`config.mk`:
```
export PLATFORM = sky130hd
export DESIGN_NAME = rx_unit_flat
export DESIGN_NICKNAME = d
export VERILOG_FILES = /design/src/rtl/ocr_bridge_config_pkg.sv /design/src/rtl/rx_unit_if.sv /design/src/rtl/rx_watchdog.sv /design/src/rtl/rx_unit.sv /design/src/flat_wrapper.sv
export SDC_FILE = /design/constraint.sdc
export NUM_CORES = 1
export LEC_CHECK = 0
export ABC_AREA = 1
export BUFFER_PORTS_ARGS = -buffer_cell sky130_fd_sc_hd__buf_2
export CORE_MARGIN = 5
export CORE_UTILIZATION = 47
export CTS_CLUSTER_DIAMETER = 200
export DETAILED_ROUTE_END_ITERATION = 10
export HOLD_SLACK_MARGIN = 0.06
export PLACE_DENSITY = 0.8
export SETUP_SLACK_MARGIN = 0.2
export SYNTH_ARGS = -nofsm -noshare
export SYNTH_HDL_FRONTEND = slang
export SYNTH_HIERARCHICAL = 1
export SYNTH_SLANG_ARGS = --single-unit
```
`constraint.sdc`:
```
create_clock -name clk_in -period 2.4 [get_ports clk_in]
set_input_delay 0.36 -clock clk_in [delete_from_list [all_inputs] [get_ports clk_in]]
set_output_delay 0.36 -clock clk_in [all_outputs]
set_load 0.02 [all_outputs]
```
`src/rtl/ocr_bridge_config_pkg.sv`:
```
// Shared widths and state encoding for the OCR bridge receive path.
package ocr_bridge_config_pkg;
  localparam int PIO_DATA_WIDTH = 128;
  localparam int UINT8_WIDTH    = 8;
  localparam int RX_WD_DEPTH    = 8;

  typedef enum logic [1:0] {
    RX_IDLE    = 2'd0,
    RX_WAIT    = 2'd1,
    RX_DONE    = 2'd2,
    RX_TIMEOUT = 2'd3
  } rx_state_t;
endpackage

```
`src/rtl/rx_unit_if.sv`:
```
// PIO-side write port and FIFO-side push port of the receive engine.
interface rx_unit_if
  import ocr_bridge_config_pkg::*;
#(
  parameter int DATA_W = PIO_DATA_WIDTH
);
  logic [DATA_W-1:0] pio_out;
  logic              pio_valid;
  logic              fifo_full;
  logic              block_write;
  logic              push;
  logic [DATA_W-1:0] data_out;

  // master = HPS/PIO block plus downstream FIFO; slave = rx_unit
  modport master (
    output pio_out, pio_valid, fifo_full,
    input  block_write, push, data_out
  );
  modport slave (
    input  pio_out, pio_valid, fifo_full,
    output block_write, push, data_out
  );
endinterface

```
`src/rtl/rx_watchdog.sv`:
```
// Idle-gap counter: expires after exactly conf enabled cycles without a kick.
module rx_watchdog
  import ocr_bridge_config_pkg::*;
#(
  parameter int WD_W = RX_WD_DEPTH
) (
  input  logic            clk_in,
  input  logic            reset,
  input  logic            clr,
  input  logic            en,
  input  logic            kick,
  input  logic [WD_W-1:0] conf,
  output logic            expired
);
  logic [WD_W-1:0] cnt;

  always_ff @(posedge clk_in) begin
    if (reset || clr || kick) cnt <= '0;
    else if (en)              cnt <= cnt + 1'b1;
  end

  // cnt==conf-1 on an enabled cycle means this is the conf-th idle cycle
  assign expired = en && !kick && (conf != '0) && (cnt == conf - WD_W'(1));
endmodule

```
`src/rtl/rx_unit.sv`:
```
// HPS->FPGA receive engine: forwards PIO writes into the input FIFO, counts
// them against a headcount and supervises inter-word gaps.
module rx_unit
  import ocr_bridge_config_pkg::*;
#(
  parameter int DATA_W = PIO_DATA_WIDTH,
  parameter int WD_W   = RX_WD_DEPTH,
  parameter int CNT_W  = UINT8_WIDTH
) (
  input  logic             clk_in,
  input  logic             reset,
  input  logic             Clear_buff,
  input  logic             rx_en,
  input  logic [CNT_W-1:0] headcount,
  input  logic [WD_W-1:0]  watchdog_rx_conf,
  rx_unit_if.slave         bus,
  output logic [CNT_W-1:0] rx_count,
  output logic             rx_done,
  output logic             watchdog_rx_trigger,
  output logic             rx_overrun
);
  rx_state_t         state;
  logic [CNT_W-1:0]  hc_latched;
  logic              block_write;
  logic              accept;
  logic              wd_kick;
  logic              wd_expired;
  logic              push;
  logic [DATA_W-1:0] data_out;

  assign block_write     = (state == RX_WAIT) ? bus.fifo_full : 1'b1;
  assign accept          = (state == RX_WAIT) && bus.pio_valid && !bus.fifo_full;
  assign wd_kick         = accept || (state != RX_WAIT);
  assign bus.block_write = block_write;
  assign bus.push        = push;
  assign bus.data_out    = data_out;

  rx_watchdog #(.WD_W(WD_W)) u_wd (
    .clk_in  (clk_in),
    .reset   (reset),
    .clr     (Clear_buff),
    .en      (!bus.fifo_full),
    .kick    (wd_kick),
    .conf    (watchdog_rx_conf),
    .expired (wd_expired)
  );

  always_ff @(posedge clk_in) begin
    if (reset || Clear_buff) begin
      state               <= RX_IDLE;
      hc_latched          <= '0;
      push                <= 1'b0;
      data_out            <= '0;
      rx_count            <= '0;
      rx_done             <= 1'b0;
      watchdog_rx_trigger <= 1'b0;
      rx_overrun          <= 1'b0;
    end else begin
      push <= 1'b0;
      if (bus.pio_valid && block_write) rx_overrun <= 1'b1;

      case (state)
        RX_IDLE: begin
          if (rx_en) begin
            rx_count <= '0;
            if (headcount == '0) begin
              state   <= RX_DONE;
              rx_done <= 1'b1;
            end else begin
              hc_latched <= headcount;
              state      <= RX_WAIT;
            end
          end
        end
        RX_WAIT: begin
          // abort wins over a same-cycle write; accept wins over expiry
          if (!rx_en) begin
            state <= RX_IDLE;
          end else if (accept) begin
            push     <= 1'b1;
            data_out <= bus.pio_out;
            rx_count <= rx_count + 1'b1;
            if (rx_count + CNT_W'(1) == hc_latched) begin
              state   <= RX_DONE;
              rx_done <= 1'b1;
            end
          end else if (wd_expired) begin
            state               <= RX_TIMEOUT;
            watchdog_rx_trigger <= 1'b1;
          end
        end
        RX_DONE: begin
          if (!rx_en) begin
            state   <= RX_IDLE;
            rx_done <= 1'b0;
          end
        end
        RX_TIMEOUT: begin
          if (!rx_en) begin
            state               <= RX_IDLE;
            watchdog_rx_trigger <= 1'b0;
          end
        end
        default: state <= RX_IDLE;
      endcase
    end
  end
endmodule

```
`src/flat_wrapper.sv`:
```
// flat-port wrapper written by rule: the top's interface ports become plain ports
module rx_unit_flat import ocr_bridge_config_pkg::*;
#(
  parameter int DATA_W = PIO_DATA_WIDTH,
  parameter int WD_W   = RX_WD_DEPTH,
  parameter int CNT_W  = UINT8_WIDTH
)
  (clk_in, reset, Clear_buff, rx_en, headcount, watchdog_rx_conf, rx_count, rx_done, watchdog_rx_trigger, rx_overrun, bus_pio_out, bus_pio_valid, bus_fifo_full, bus_block_write, bus_push, bus_data_out);
  rx_unit_if #(.DATA_W(DATA_W)) bus_i ();
  input  logic clk_in;
  input  logic reset;
  input  logic Clear_buff;
  input  logic rx_en;
  input  logic [CNT_W-1:0] headcount;
  input  logic [WD_W-1:0] watchdog_rx_conf;
  output logic [CNT_W-1:0] rx_count;
  output logic rx_done;
  output logic watchdog_rx_trigger;
  output logic rx_overrun;
  input wire logic [$bits(bus_i.pio_out)-1:0] bus_pio_out;
  input wire logic [$bits(bus_i.pio_valid)-1:0] bus_pio_valid;
  input wire logic [$bits(bus_i.fifo_full)-1:0] bus_fifo_full;
  output wire logic [$bits(bus_i.block_write)-1:0] bus_block_write;
  output wire logic [$bits(bus_i.push)-1:0] bus_push;
  output wire logic [$bits(bus_i.data_out)-1:0] bus_data_out;
  assign bus_i.pio_out = bus_pio_out;
  assign bus_i.pio_valid = bus_pio_valid;
  assign bus_i.fifo_full = bus_fifo_full;
  assign bus_block_write = bus_i.block_write;
  assign bus_push = bus_i.push;
  assign bus_data_out = bus_i.data_out;
  rx_unit #(.DATA_W(DATA_W), .WD_W(WD_W), .CNT_W(CNT_W)) u_core (.clk_in(clk_in), .reset(reset), .Clear_buff(Clear_buff), .rx_en(rx_en), .headcount(headcount), .watchdog_rx_conf(watchdog_rx_conf), .bus(bus_i), .rx_count(rx_count), .rx_done(rx_done), .watchdog_rx_trigger(watchdog_rx_trigger), .rx_overrun(rx_overrun));
endmodule
```
==> flow_metrics.tcl <==
set metrics [dict create \
    yosys_register_bits 158 \
    routed-wl-met3_um 1906 \
    vias 6561 \
    place_congestion 0.8561 \
    placed_cells 1276 \
    drv_slew 0 \
    wl_met2_um 9346 \
    grt_use_total_pct 22.65 \
    synth_most_common_cell "nor2_1" \
    worstPathArrival_ns 2.27 \
    max-cap-violations 0 \
    nets 1272 \
    synth_area_leaders "dfxtp_1 (50%), nor2_1 (17%), o21ai_0 (11%)" \
    avgSynthCellArea_um2 7.487 \
    row_count 42 \
    holdWs_ns 0.1660 \
    place_area_mm2 0.007848 \
    routed_wl_um 18910 \
    synth_area_mm2 0.006379 \
    clk_latency_ns 0.41 \
    design.die.area_mm2 0.01600 \
    peakVddDrop_mv 0.4828 \
    fin_worst_skew_ns 0.007008 \
    antenna_found_initial 2 \
    drt_iter0_markers 493 \
    worstSetupPathType "reg -> reg" \
    cts_tree "built" \
    synth_top_area_share_pct 49.59 \
    cts_sinks 158 \
    top_layer "met5" \
    first_pass_iters 6 \
    globalRoute.totalOverflow 0 \
    netlist_instances 852 \
    cp_max_fo 5 \
    pin_count 291 \
    grt_max_degree 131 \
    fp.dieW_um 126.5 \
    cts_setup_buffers 0 \
    cts.repair.resized 0 \
    period_share_pct 80.19 \
    wl_per_cell_um 14.45 \
    synth_enable_flop_cells 0 \
    yosysWarnings 6 \
    powerDensity_mw_per_mm2 681.8 \
    hold_buffers 0 \
    root_buffer "clkbuf_16" \
    m1WireLength_um 7194 \
    status "completed" \
    max_slew_margin_pct 63.19 \
    end_kind "flop" \
    worst_ep_required_time_ns 2.74 \
    ant_nets 0 \
    post_drt_via_cell_ratio 5.012 \
    preCtsSetupSlack_ns 0.3216 \
    synth_common_cells "nor2_1 (289), dfxtp_1 (158), o21ai_0 (144), nand2_1 (63), inv_1 (43)" \
    seq_area_frac_synth_pct 49.59 \
    clockBufferDepth 2 \
    rsz0062_at_grt "no" \
    fp.dieH_um 126.5 \
    setup_viol 0 \
    synthArstFlopShare_pct 0 \
    worst_pin_slew_ns 0.5522 \
    hold_class "in -> reg" \
    setup_ws_ns 0.4754 \
    h-tree-depth 4 \
    ys.flop_type "dfxtp_1" \
    area_growth_pct 32.84 \
    drc 0 \
    instances_no_fill 1309 \
    synth_nets 1005 \
    path_clk_slew_ns 0.06 \
    core_mm2 0.01330 \
    io_buffers 290 \
    final_cell_area_mm2 0.008473 \
    initial_utilization_pct 47.98 \
    grt_pass1_vias 6118 \
    yosys.area.top_type "dfxtp_1" \
    cts_buffers 17 \
    finalHoldViolations 0 \
    start_kind "flop" \
    ys_types 40 \
    leakagePower_nw 4.345 \
    hpwl_um 13300 \
    grt_pass1_wl_um 29810 \
    fin_setup_tns_ns 0 \
    clock.fmax_ghz 0.5196 \
    drive_gt1_share_pct 31.80 \
    period_needed_ns 1.925 \
]
## worst paths after layout
check,slack (ns),start,end,cells after the start
hold / removal,0.17,bus_pio_out[43],u_core/bus.data_out[43]$_SDFFE_PP0P_,3
hold reg to reg,0.48,u_core/hc_latched[1]$_SDFFE_PP0P_,u_core/hc_latched[1]$_SDFFE_PP0P_,2
setup / recovery,0.48,u_core/state[1]$_SDFFE_PP0P_,u_core/watchdog_rx_trigger$_SDFFE_PP0P_,18
setup reg to reg,0.48,u_core/state[1]$_SDFFE_PP0P_,u_core/watchdog_rx_trigger$_SDFFE_PP0P_,18
## critical path: stages, from the launching register on
cell and delay, ns:
dfxtp_4 0.39, inv_2 0.05, nand2_2 0.08, inv_4 0.06, nand3_4 0.08, nand2_4 0.08, nor2_2 0.10, o21ai_0 0.08
nor2_1 0.10, nand3_1 0.08, nor2_1 0.09, nand2_1 0.06, nor2_2 0.10, nand2_1 0.06, nand2_1 0.06, nand4_1 0.12
a21oi_2 0.15, a21oi_2 0.04, nor2_1 0.08
## flip-flops by register name (all words and copies together), names as in the netlist
name / count
u_core/rx_done: 1
u_core/rx_overrun: 1
u_core/u_wd/cnt: 8
u_core/state: 2
u_core/watchdog_rx_trigger: 1
u_core/bus.data_out: 128
u_core/hc_latched: 8
u_core/bus.push: 1
u_core/rx_count: 8
## per-stage QoR
step,util [%],power [W]
after floorplan,-,0.002914
after global placement,59.03,0.003095
after detailed placement,59.03,0.003097
after CTS,63.54,0.005820
after global routing,63.73,0.005991
final,63.73,0.005777
## where the power goes
| part | switching [W] | total [W] | internal (W) |
|---|---|---|---|
| registers | 0.0000167 | 0.00266 | 0.00265 |
| clock network | 0.00104 | 0.00273 | 0.00169 |
| logic | 0.000223 | 0.000382 | 0.000159 |
| total | 0.00128 | 0.00578 | 0.00450 |
## area by class of cell
class / count / area, µm²
Timing Repair Buffer: 294 / 1519
Clock inverter: 10 / 136.4
Antenna cell: 1 / 2.502
Inverter: 49 / 191.4
Multi-Input combinational cell: 599 / 2771
Sequential cell: 158 / 3168
Clock buffer: 22 / 464.2
Tap cell: 176 / 220.2
Fill cell: 1190 / 4822
## logic make-up (layout without fill, tap and decap cells)
logic type      after synthesis  count (layout)  share of synthesized area [%]
compound gates              178             178                          14.65
xor+xnor                      6               6                         0.8238
fa+ha+maj                     3               3                         0.5885
buf+inv                      95             375                          7.356
flops                       158             158                          49.59
other cells                   0               1                              0
simple gates                412             412                          26.99
## placed cells by master, fill, tap and decap left out, drive strengths merged, types with 2 or more instances in the layout
cell,count
nor3,3
o21ai,148
o32ai,2
bufinv,3
nand4,3
clkinvlp,3
nor2,299
a211oi,2
nand3,34
nand2,70
clkinv,3
xnor2,5
ha,3
inv,50
clkbuf,22
dfxtp,158
buf,294
a21oi,17
o31ai,4
## metal layers
metal / GRT usage [%] / vias to the layer above
li1: - / 3268
met5: 0 / -
met4: 7.886 / 2
met1: 26.37 / 2979
met2: 38.36 / 280
met3: 8.407 / 32
(Power assumes the default switching activity.)
